--- src/rtl/seg_pkg.sv ---
// Shared 7-segment constants and hex decode helper for the scan driver.
// Segment order is {g,f,e,d,c,b,a}, active-high.
package seg_pkg;

  localparam logic [6:0] SEG_BLANK = 7'h00;

  // Indexed by nibble value; entry 15 is the leftmost term.
  localparam logic [15:0][6:0] SEG_TABLE = {
    7'h71, 7'h79, 7'h5E, 7'h39, 7'h7C, 7'h77, 7'h6F, 7'h7F,
    7'h07, 7'h7D, 7'h6D, 7'h66, 7'h4F, 7'h5B, 7'h06, 7'h3F
  };

  function automatic logic [6:0] hex2seg(input logic [3:0] h);
    return SEG_TABLE[h];
  endfunction

endpackage

--- src/rtl/seg_hex_decode.sv ---
// Hex nibble to active-high segments; blank forces all segments off.
// Purely combinational, no backpressure.
module seg_hex_decode
  import seg_pkg::*;
(
  input  logic [3:0] nib,
  input  logic       blank,
  output logic [6:0] seg
);

  assign seg = blank ? SEG_BLANK : hex2seg(nib);

endmodule

--- src/rtl/seg_scan_driver.sv ---
// Time-multiplexed N-digit hex 7-segment driver with tear-free frame update.
// Outputs registered, 1 cycle behind the digit index; no backpressure (load always accepted).
module seg_scan_driver
  import seg_pkg::*;
#(
  parameter int N_DIGITS       = 8,
  parameter int CLK_DIV        = 50000,
  parameter int BLINK_FRAMES   = 64,
  parameter bit SEG_ACTIVE_LOW = 1'b0,
  parameter bit AN_ACTIVE_LOW  = 1'b1
) (
  input  logic                    clk,
  input  logic                    rst_n,
  input  logic [4*N_DIGITS-1:0]   data,
  input  logic [N_DIGITS-1:0]     dp,
  input  logic [N_DIGITS-1:0]     digit_en,
  input  logic [N_DIGITS-1:0]     blink_mask,
  input  logic                    lz_blank,
  input  logic                    load,
  output logic [6:0]              seg_out,
  output logic                    dp_out,
  output logic [N_DIGITS-1:0]     an_out,
  output logic                    frame_done
);

  localparam int DIV_W = $clog2(CLK_DIV);
  localparam int IDX_W = (N_DIGITS > 1) ? $clog2(N_DIGITS) : 1;
  localparam int FR_W  = (BLINK_FRAMES > 1) ? $clog2(BLINK_FRAMES) : 1;

  localparam logic [6:0]          SEG_OFF = {7{SEG_ACTIVE_LOW}};
  localparam logic                DP_OFF  = SEG_ACTIVE_LOW;
  localparam logic [N_DIGITS-1:0] AN_OFF  = {N_DIGITS{AN_ACTIVE_LOW}};

  typedef struct packed {
    logic [4*N_DIGITS-1:0] data;
    logic [N_DIGITS-1:0]   dp;
    logic [N_DIGITS-1:0]   digit_en;
    logic [N_DIGITS-1:0]   blink_mask;
  } frame_t;

  frame_t            load_dat;
  frame_t            shadow_q;
  frame_t            disp_q;
  logic [DIV_W-1:0]  div_cnt;
  logic [IDX_W-1:0]  idx;
  logic [FR_W-1:0]   frame_cnt;
  logic              blink_phase;

  logic              slot_end;
  logic              frame_end;
  logic              blink_end;
  logic [N_DIGITS-1:0] lz_mask;
  logic              any_nz;
  logic [3:0]        sel_nib;
  logic              sel_blank;
  logic [6:0]        sel_seg;
  logic [N_DIGITS-1:0] an_sel;

  assign load_dat  = {data, dp, digit_en, blink_mask};
  assign slot_end  = (div_cnt == DIV_W'(CLK_DIV - 1));
  assign frame_end = slot_end && (idx == IDX_W'(N_DIGITS - 1));
  assign blink_end = (frame_cnt == FR_W'(BLINK_FRAMES - 1));

  always_ff @(posedge clk or negedge rst_n) begin
    if (!rst_n) begin
      div_cnt     <= '0;
      idx         <= '0;
      frame_cnt   <= '0;
      blink_phase <= 1'b0;
      shadow_q    <= '0;
      disp_q      <= '0;
      frame_done  <= 1'b0;
    end else begin
      div_cnt    <= slot_end ? '0 : div_cnt + DIV_W'(1);
      frame_done <= frame_end;
      if (load) begin
        shadow_q <= load_dat;
      end
      if (slot_end) begin
        idx <= frame_end ? '0 : idx + IDX_W'(1);
      end
      // Display only moves at the frame wrap; a load in that same cycle lands one frame later.
      if (frame_end) begin
        disp_q <= shadow_q;
        if (blink_end) begin
          frame_cnt   <= '0;
          blink_phase <= ~blink_phase;
        end else begin
          frame_cnt <= frame_cnt + FR_W'(1);
        end
      end
    end
  end

  // Suffix-OR from the most significant digit down: a digit is a leading zero
  // when it and every digit above it are zero. Digit 0 is always shown.
  always_comb begin
    any_nz  = 1'b0;
    lz_mask = '0;
    for (int i = N_DIGITS - 1; i >= 0; i--) begin
      any_nz     = any_nz | (|disp_q.data[4*i +: 4]);
      lz_mask[i] = lz_blank && (i > 0) && !any_nz;
    end
  end

  always_comb begin
    sel_nib   = disp_q.data[{idx, 2'b00} +: 4];
    sel_blank = !disp_q.digit_en[idx]
              || (disp_q.blink_mask[idx] && blink_phase)
              || lz_mask[idx];
    an_sel      = '0;
    an_sel[idx] = 1'b1;
  end

  seg_hex_decode u_dec (
    .nib   (sel_nib),
    .blank (sel_blank),
    .seg   (sel_seg)
  );

  // Anode and segments share one register stage so they always switch together.
  always_ff @(posedge clk or negedge rst_n) begin
    if (!rst_n) begin
      seg_out <= SEG_OFF;
      dp_out  <= DP_OFF;
      an_out  <= AN_OFF;
    end else begin
      seg_out <= sel_seg ^ SEG_OFF;
      dp_out  <= (disp_q.dp[idx] && !sel_blank) ^ DP_OFF;
      an_out  <= an_sel ^ AN_OFF;
    end
  end

endmodule
--- config.mk ---
export PLATFORM = sky130hd
export DESIGN_NAME = seg_scan_driver
export DESIGN_NICKNAME = d
export VERILOG_FILES = /design/src/rtl/seg_pkg.sv /design/src/rtl/seg_hex_decode.sv /design/src/rtl/seg_scan_driver.sv
export SDC_FILE = /design/constraint.sdc
export NUM_CORES = 1
export LEC_CHECK = 0
export BUFFER_PORTS_ARGS = -buffer_cell sky130_fd_sc_hd__buf_2
export CORE_AREA = 2 2 125 127
export CTS_BUF_LIST = sky130_fd_sc_hd__clkbuf_8
export DETAILED_ROUTE_END_ITERATION = 10
export DIE_AREA = 0 0 127 129
export PLACE_DENSITY = 0.68
export SETUP_SLACK_MARGIN = 0.5
export SYNTH_ARGS = -nofsm -noshare
export SYNTH_HDL_FRONTEND = slang
export SYNTH_SLANG_ARGS = --single-unit
--- constraint.sdc ---
create_clock -name clk -period 2 [get_ports clk]
set_clock_uncertainty 0.1 [all_clocks]
set_input_delay 0.2 -clock clk [delete_from_list [all_inputs] [get_ports clk]]
set_output_delay 0.2 -clock clk [all_outputs]
set_load 0.02 [all_outputs]
==> results of run 1 <==
## path summary, 6_finish.rpt
kind / startpoint / endpoint / slack (ns) / depth (start not counted)
setup / recovery: idx[1]$_DFFE_PN0N_ / seg_out[3]$_DFF_PN0_ / -0.19 / 8
hold / removal: lz_blank / dp_out$_DFF_PN0_ / 0.12 / 4
setup reg to reg: idx[1]$_DFFE_PN0N_ / seg_out[3]$_DFF_PN0_ / -0.19 / 8
hold reg to reg: shadow_q[49]$_DFFE_PN0P_ / disp_q[49]$_DFFE_PN0P_ / 0.38 / 2
max in group asynchronous: rst_n / an_out[7]$_DFF_PN1_ / 0.96 / 3
min in group asynchronous: rst_n / seg_out[6]$_DFF_PN0_ / 0.17 / 2
## worst max-delay path, stage by stage, from the launching register on
cell and delay [ns]:
dfrtp_1 0.42, buf_6 0.14, mux4_2 0.54, mux2i_4 0.19, inv_2 0.10, ha_4 0.18, mux2i_1 0.13, nor2_1 0.07
a211oi_1 0.21
## metrics by stage
stage                     power [W]  TNS, ns  area, sq um
after floorplan             0.00348  -0.0826         6900
after global placement      0.00365   -0.778         7600
after detailed placement    0.00366    -1.84         7600
after CTS                   0.00620   -0.336         8950
after global routing        0.00638    -1.33         9890
final                       0.00615    -1.02         9890
## cells by family (layout without fill, tap and decap cells)
group	after synthesis	in the layout	synth area share (%)
AND/OR/NAND/NOR	255	255	16.3
buffers and inverters	39	247	2.94
flip-flops	155	155	58.1
XOR/XNOR	18	18	2.36
multiplexers	80	80	14.8
AO/OA/AOI/OAI	37	37	3.84
adder cells (fa/ha/maj)	9	9	1.68
## cell usage in the layout, fill, tap and decap left out, types with 4 or more instances in the layout
master / n
clkbuf_8: 19
nand2_1: 105
buf_6: 18
dfrtp_1: 141
mux2_2: 56
dfrtp_2: 6
buf_12: 12
ha_4: 6
nor2_1: 9
and3_1: 6
dfstp_2: 8
mux2i_1: 11
o21ai_1: 8
inv_6: 6
nand2_2: 49
nand2_4: 30
buf_2: 75
nor2_4: 8
a21oi_1: 5
nand3b_1: 4
clkbuf_16: 6
inv_2: 5
nand2b_1: 4
buf_4: 31
xor2_1: 8
nand3_1: 7
mux4_2: 8
dlygate4sd3_1: 57
xnor2_1: 7
## routing by layer
metal / vias up / GRT usage, % / routed length, um
met1: 2683 / 24.7 / 7300
met4: 0 / 8.40 / 452
met2: 140 / 34.2 / 9340
met5: - / 0 / 0
li1: 2410 / - / -
met3: 37 / 4.37 / 699
## repair_timing
item,CTS,global route
pin swaps,19,59
endpoints found under the setup margin,86,86
hold endpoints to repair,151,0
gates cloned,2,10
buffers inserted,12,12
hold buffers,57,0
gates resized for setup,51,182
## sequential cells by signal (all words and copies together) (netlist names)
| name | cells |
|---|---|
| an_out | 8 |
| shadow_q | 56 |
| idx | 3 |
| frame_done | 1 |
| div_cnt | 16 |
| frame_cnt | 6 |
| disp_q | 56 |
| dp_out | 1 |
| blink_phase | 1 |
| seg_out | 7 |
## area by class of cell
class / count / area [sq um] / share of cell area (%)
Sequential cell: 155 / 3900 / 39.4
Inverter: 9 / 48.8 / 0.494
Clock inverter: 13 / 154 / 1.56
Timing Repair inverter: 1 / 8.76 / 0.0886
Tap cell: 188 / 235 / 2.38
Timing Repair Buffer: 205 / 1900 / 19.2
Clock buffer: 19 / 262 / 2.65
Multi-Input combinational cell: 399 / 3380 / 34.2
## report_power, final
part | internal (W) | switching [W]
Clock | 0.00121 | 0.00126
Sequential | 0.00325 | 0.0000675
Combinational | 0.000230 | 0.000143
Total | 0.00468 | 0.00147
==> reports/qor.yml, run 1 <==
outcome: "finished with violations"
violations: "setup timing"
grt_util_all_layers_pct: 20.0
clock_sinks: 155
dr.pass1.iters: 5
grt_pass1_wl_um: 25700
setup_viol: 7
fin_ws_ns: -0.189
syn_to_final_growth_pct: 47.8
ys.flop_type: "dfrtp_1"
clock_latency_ns: 0.47
cts.clk_slew.worst_paths_ns: 0.09
root_buffer: "clkbuf_8"
cp-end-kind: "flop"
final_nets: 857
worst_slew_pin_slew_ns: 0.540
avgSynthCellArea_sq_um: 11.3
antenna_found_initial: 0
crit_type: "reg2reg"
synth.largest_area_cell: "dfrtp_1"
layout-drive-gt1-share_pct: 50.8
rsz0062_at_grt: "yes"
fin_util_pct: 66.0
fillCellCount: 1050
yosysUniqueCellTypes: 51
power_density_nw_per_um2: 622
dp_hpwl_um: 10100
postSynthCellCount: 593
place_congestion: 0.874
detail-route-antenna-nets: 0
ys_seq_area_share_pct: 58.1
cts_made_buffers: 17
grt_overflow: 0
required_ns: 2.25
yosysTopAreaCellShare_pct: 55.0
rows: 45
dp.cells: 864
grt_pass1_vias: 5392
drv_slew: 0
cp-start-kind: "flop"
syn-num-nets: 662
worstPathMaxFanout: 3
synth_edf_count: 0
yosysMostFrequentCell: "nand2_1"
ios: 77
crit_arrival_ns: 2.44
avgViaCountPerCell: 5.33
vias: 5270
synthTopCellsByArea: "dfrtp_1 55%, nand2_1 10%, mux2_2 9.4%"
ys_ff_latch: 155
die_y_um: 129
drtIter0Drc: 270
routed_wl_um: 17800
final_cells: 989
hold_viol_final: 0
syn_area_sq_um: 6690
start_util_pct: 44.7
fin_crit_ns: 2.19
power.leakage_nw: 4.58
irDropWorstVdd_mv: 0.672
dp_slack_ns: -0.188
dieArea_sq_um: 16400
antenna_cells: 0
cts_tree: "built"
avgRoutedWirePerCell_um: 18.0
ys_warn_count: 0
fmax_mhz: 457
max_cap_viol_count: 0
hold_slack_ns: 0.118
port_buffers: 76
die_width_um: 127
netlist_top_cells_count: "185 x nand2_1, 147 x dfrtp_1, 56 x mux2_2"
grt_max_degree: 57
coreArea_sq_um: 15000
cts.htree.levels: 4
async_flop_share_pct: 100
drc: 0
clk_path_buf_depth: 2
slew_headroom_pct: 63.7
hold_class: "in2reg"
post-route-period-util_pct: 109
No activity file was read; power rests on OpenSTA's default activity.
==> run 2: changes to the inputs <==
CORE_AREA = 2 2 126 128   (was 2 2 125 127)
DIE_AREA = 0 0 128 130   (was 0 0 127 129)
MAX_ROUTING_LAYER = met4   (was default)
SETUP_SLACK_MARGIN = default   (was 0.5)
SYNTH_HIERARCHICAL = 1   (was default)
==> run 2 against run 1 <==
  * The run still ends with setup timing left
  * Sequential power about the same
  * Largest cell class unchanged
  * Critical path type unchanged
  * Cell area shrank 7.8%
  * Clock power is 5% higher
  * Sequential cell count unchanged
  * Register-to-register slack worse by 0.11 ns
  * Critical endpoint unchanged
==> reports/qor.yml, run 2 <==
outcome: "finished with violations"
violations: "setup timing"
hold_viol_final: 0
crit_arrival_ns: 2.59
async_flop_share_pct: 100
drc: 0
avgSynthCellArea_sq_um: 11.2
fin_ws_ns: -0.295
drtIter0Drc: 204
routed_wl_um: 15600
postSynthCellCount: 605
pwr-share-seq_pct: 52.6
power.leakage_nw: 4.40
avgRoutedWirePerCell_um: 15.6
tns_ns: -1.58
p_clk_share_pct: 41.5
ys_seq_area_share_pct: 57.4
coreArea_sq_um: 15400
ys.flop_type: "dfrtp_1"
avgViaCountPerCell: 5.13
max_cap_viol_count: 0
critPathMaxStageDelay_ns: 0.49
crit_type: "reg2reg"
yosysMostFrequentCell: "nand2_1"
antenna_found_initial: 0
grt_overflow: 0
hold_class: "in2async"
netlist_top_cells_count: "184 x nand2_1, 147 x dfrtp_1, 60 x mux2_2"
grt_pass1_vias: 5301
worstPathMaxFanout: 4
clock_latency_ns: 0.46
fmax_mhz: 436
dp_hpwl_um: 10700
clock_sinks: 155
rows: 46
fin_crit_ns: 2.30
port_buffers: 76
syn_area_sq_um: 6780
cts_made_buffers: 17
cts_tree: "built"
synth.largest_area_cell: "dfrtp_1"
synthTopCellsByArea: "dfrtp_1 54%, nand2_1 10%, mux2_2 10%"
cts.htree.levels: 4
combPwrFrac_pct: 5.9
cp_cell_sequence: "buf_6 > mux4_2 > mux2_4 > inv_4 > ha_4 > inv_2 > mux4_2 > nor2_1"
syn-num-nets: 675
final_common_cell: "nand2_1"
internal_power_w: 0.00492
layout.area.seq_sq_um: 3890
rsz0062_at_grt: "yes"
drv_slew: 0
place_congestion: 0.901
start_util_pct: 43.9
dieArea_sq_um: 16600
detail-route-antenna-nets: 0
vias: 5145
post-route-period-util_pct: 115
root_buffer: "clkbuf_8"
die_width_um: 128
ios: 77
cp_slowest_cell: "mux4_2"
power_density_nw_per_um2: 690
cp-start-kind: "flop"
cpMostUsedCell: "mux4_2"
power.switching_w: 0.00136
die_y_um: 130
hold_slack_ns: 0.133
critPathBufInv: 3
ys_warn_count: 6
yosysTopAreaCellShare_pct: 54.3
fillCellCount: 1243
yosysUniqueCellTypes: 59
layout-drive-gt1-share_pct: 35.8
crit_family: "multiplexers"
ys_ff_latch: 155
top_regs: "disp_q (56), shadow_q (56), div_cnt (16)"
irDropWorstVdd_mv: 0.364
setup_viol: 8
required_ns: 2.29
grt_max_degree: 65
cts.clk_slew.worst_paths_ns: 0.09
clk_path_buf_depth: 2
antenna_cells: 0
syn_to_final_growth_pct: 34.4
multi_input_area_sq_um: 2890
layout_common_cells: "184 x nand2_1, 145 x dfrtp_1, 75 x buf_2"
grt_util_all_layers_pct: 20.7
worst_slew_pin_slew_ns: 0.425
grt_pass1_wl_um: 25900
dr.pass1.iters: 4
slew_headroom_pct: 71.7
synth_edf_count: 0
cp-end-kind: "flop"
final_nets: 869
swShare_pct: 21.7
## run 2: cell types whose count changed after synthesis, sizes merged, moves of 4 or more
cell / previous run / this run
buf: 17 / 24
clkbuf: 13 / 6
nor2: 19 / 25
mux2: 56 / 60
o21ai: 11 / 7
xor2: 10 / 6
## run 2: worst register-to-register path, stage by stage, from the launching register on
cell	delay, ns
dfrtp_2	0.43
buf_6	0.11
mux4_2	0.49
mux2_4	0.32
inv_4	0.08
ha_4	0.13
inv_2	0.04
mux4_2	0.44
nor2_1	0.10
## run 2: power groups by stage
stage	Combinational [W]	Clock [W]	Sequential, W
after detailed placement	0.000290	0	0.00337
after global routing	0.000410	0.00280	0.00332
after floorplan	0.000140	0	0.00335
after global placement	0.000279	0	0.00336
final	0.000371	0.00260	0.00331
after CTS	0.000376	0.00266	0.00331
## run 2: metal layers
layer	GRT usage, %	wire, um	vias up
met2	32.4	7690	119
met4	7.50	388	0
met3	4.96	688	31
li1	-	-	2437
met5	-	0	-
met1	26.6	6840	2558
## run 2: worst paths after layout
check	from	depth (start not counted)	end	slack [ns]
max	idx[1]$_DFFE_PN0P_	8	seg_out[3]$_DFF_PN0_	-0.30
min	rst_n	2	disp_q[16]$_DFFE_PN0P_	0.13
max reg2reg	idx[1]$_DFFE_PN0P_	8	seg_out[3]$_DFF_PN0_	-0.30
min reg2reg	shadow_q[15]$_DFFE_PN0P_	2	disp_q[15]$_DFFE_PN0P_	0.36
max in group asynchronous	rst_n	3	an_out[5]$_DFF_PN1_	0.97
min in group clk	load	3	shadow_q[9]$_DFFE_PN0P_	0.24
## run 2: cells by family after synthesis
| logic type | share of synthesized area, % |
|---|---|
| multiplexers | 14.0 |
| buffers and inverters | 3.30 |
| AND/OR/NAND/NOR | 17.1 |
| XOR/XNOR | 2.07 |
| flip-flops | 57.4 |
| adder cells (fa/ha/maj) | 1.85 |
| AO/OA/AOI/OAI | 4.37 |
## run 2: area by class of cell
| type | instances | share of cell area (%) |
|---|---|---|
| clock buffers | 20 | 3.02 |
| clock inverters | 10 | 1.81 |
| inverters | 11 | 0.536 |
| multi-input cells | 409 | 31.7 |
| flip-flops and latches | 155 | 42.7 |
| well taps | 192 | 2.64 |
| repair buffers | 205 | 17.6 |
## run 2: through the flow
| stage | instances | setup WS, ns | cell area (sq um) | utilization (%) | total power (W) |
|---|---|---|---|---|---|
| after floorplan | 605 | -0.333 | 6810 | - | 0.00349 |
| after global placement | 905 | -0.218 | 7780 | 50.4 | 0.00364 |
| after detailed placement | 905 | -0.319 | 7780 | 50.4 | 0.00366 |
| after CTS | 997 | -0.277 | 8910 | 57.8 | 0.00635 |
| after global routing | 1002 | -0.400 | 9110 | 59.1 | 0.00653 |
| final | 1002 | -0.295 | 9110 | 59.1 | 0.00628 |
## run 2: repair_timing
item / in CTS / in global routing
endpoints found under the hold margin: 205 / 0
resized for setup: 16 / 34
hold buffers: 57 / 0
setup buffers: 5 / 6
pin swaps: 10 / 13
setup endpoints to repair: 8 / 71
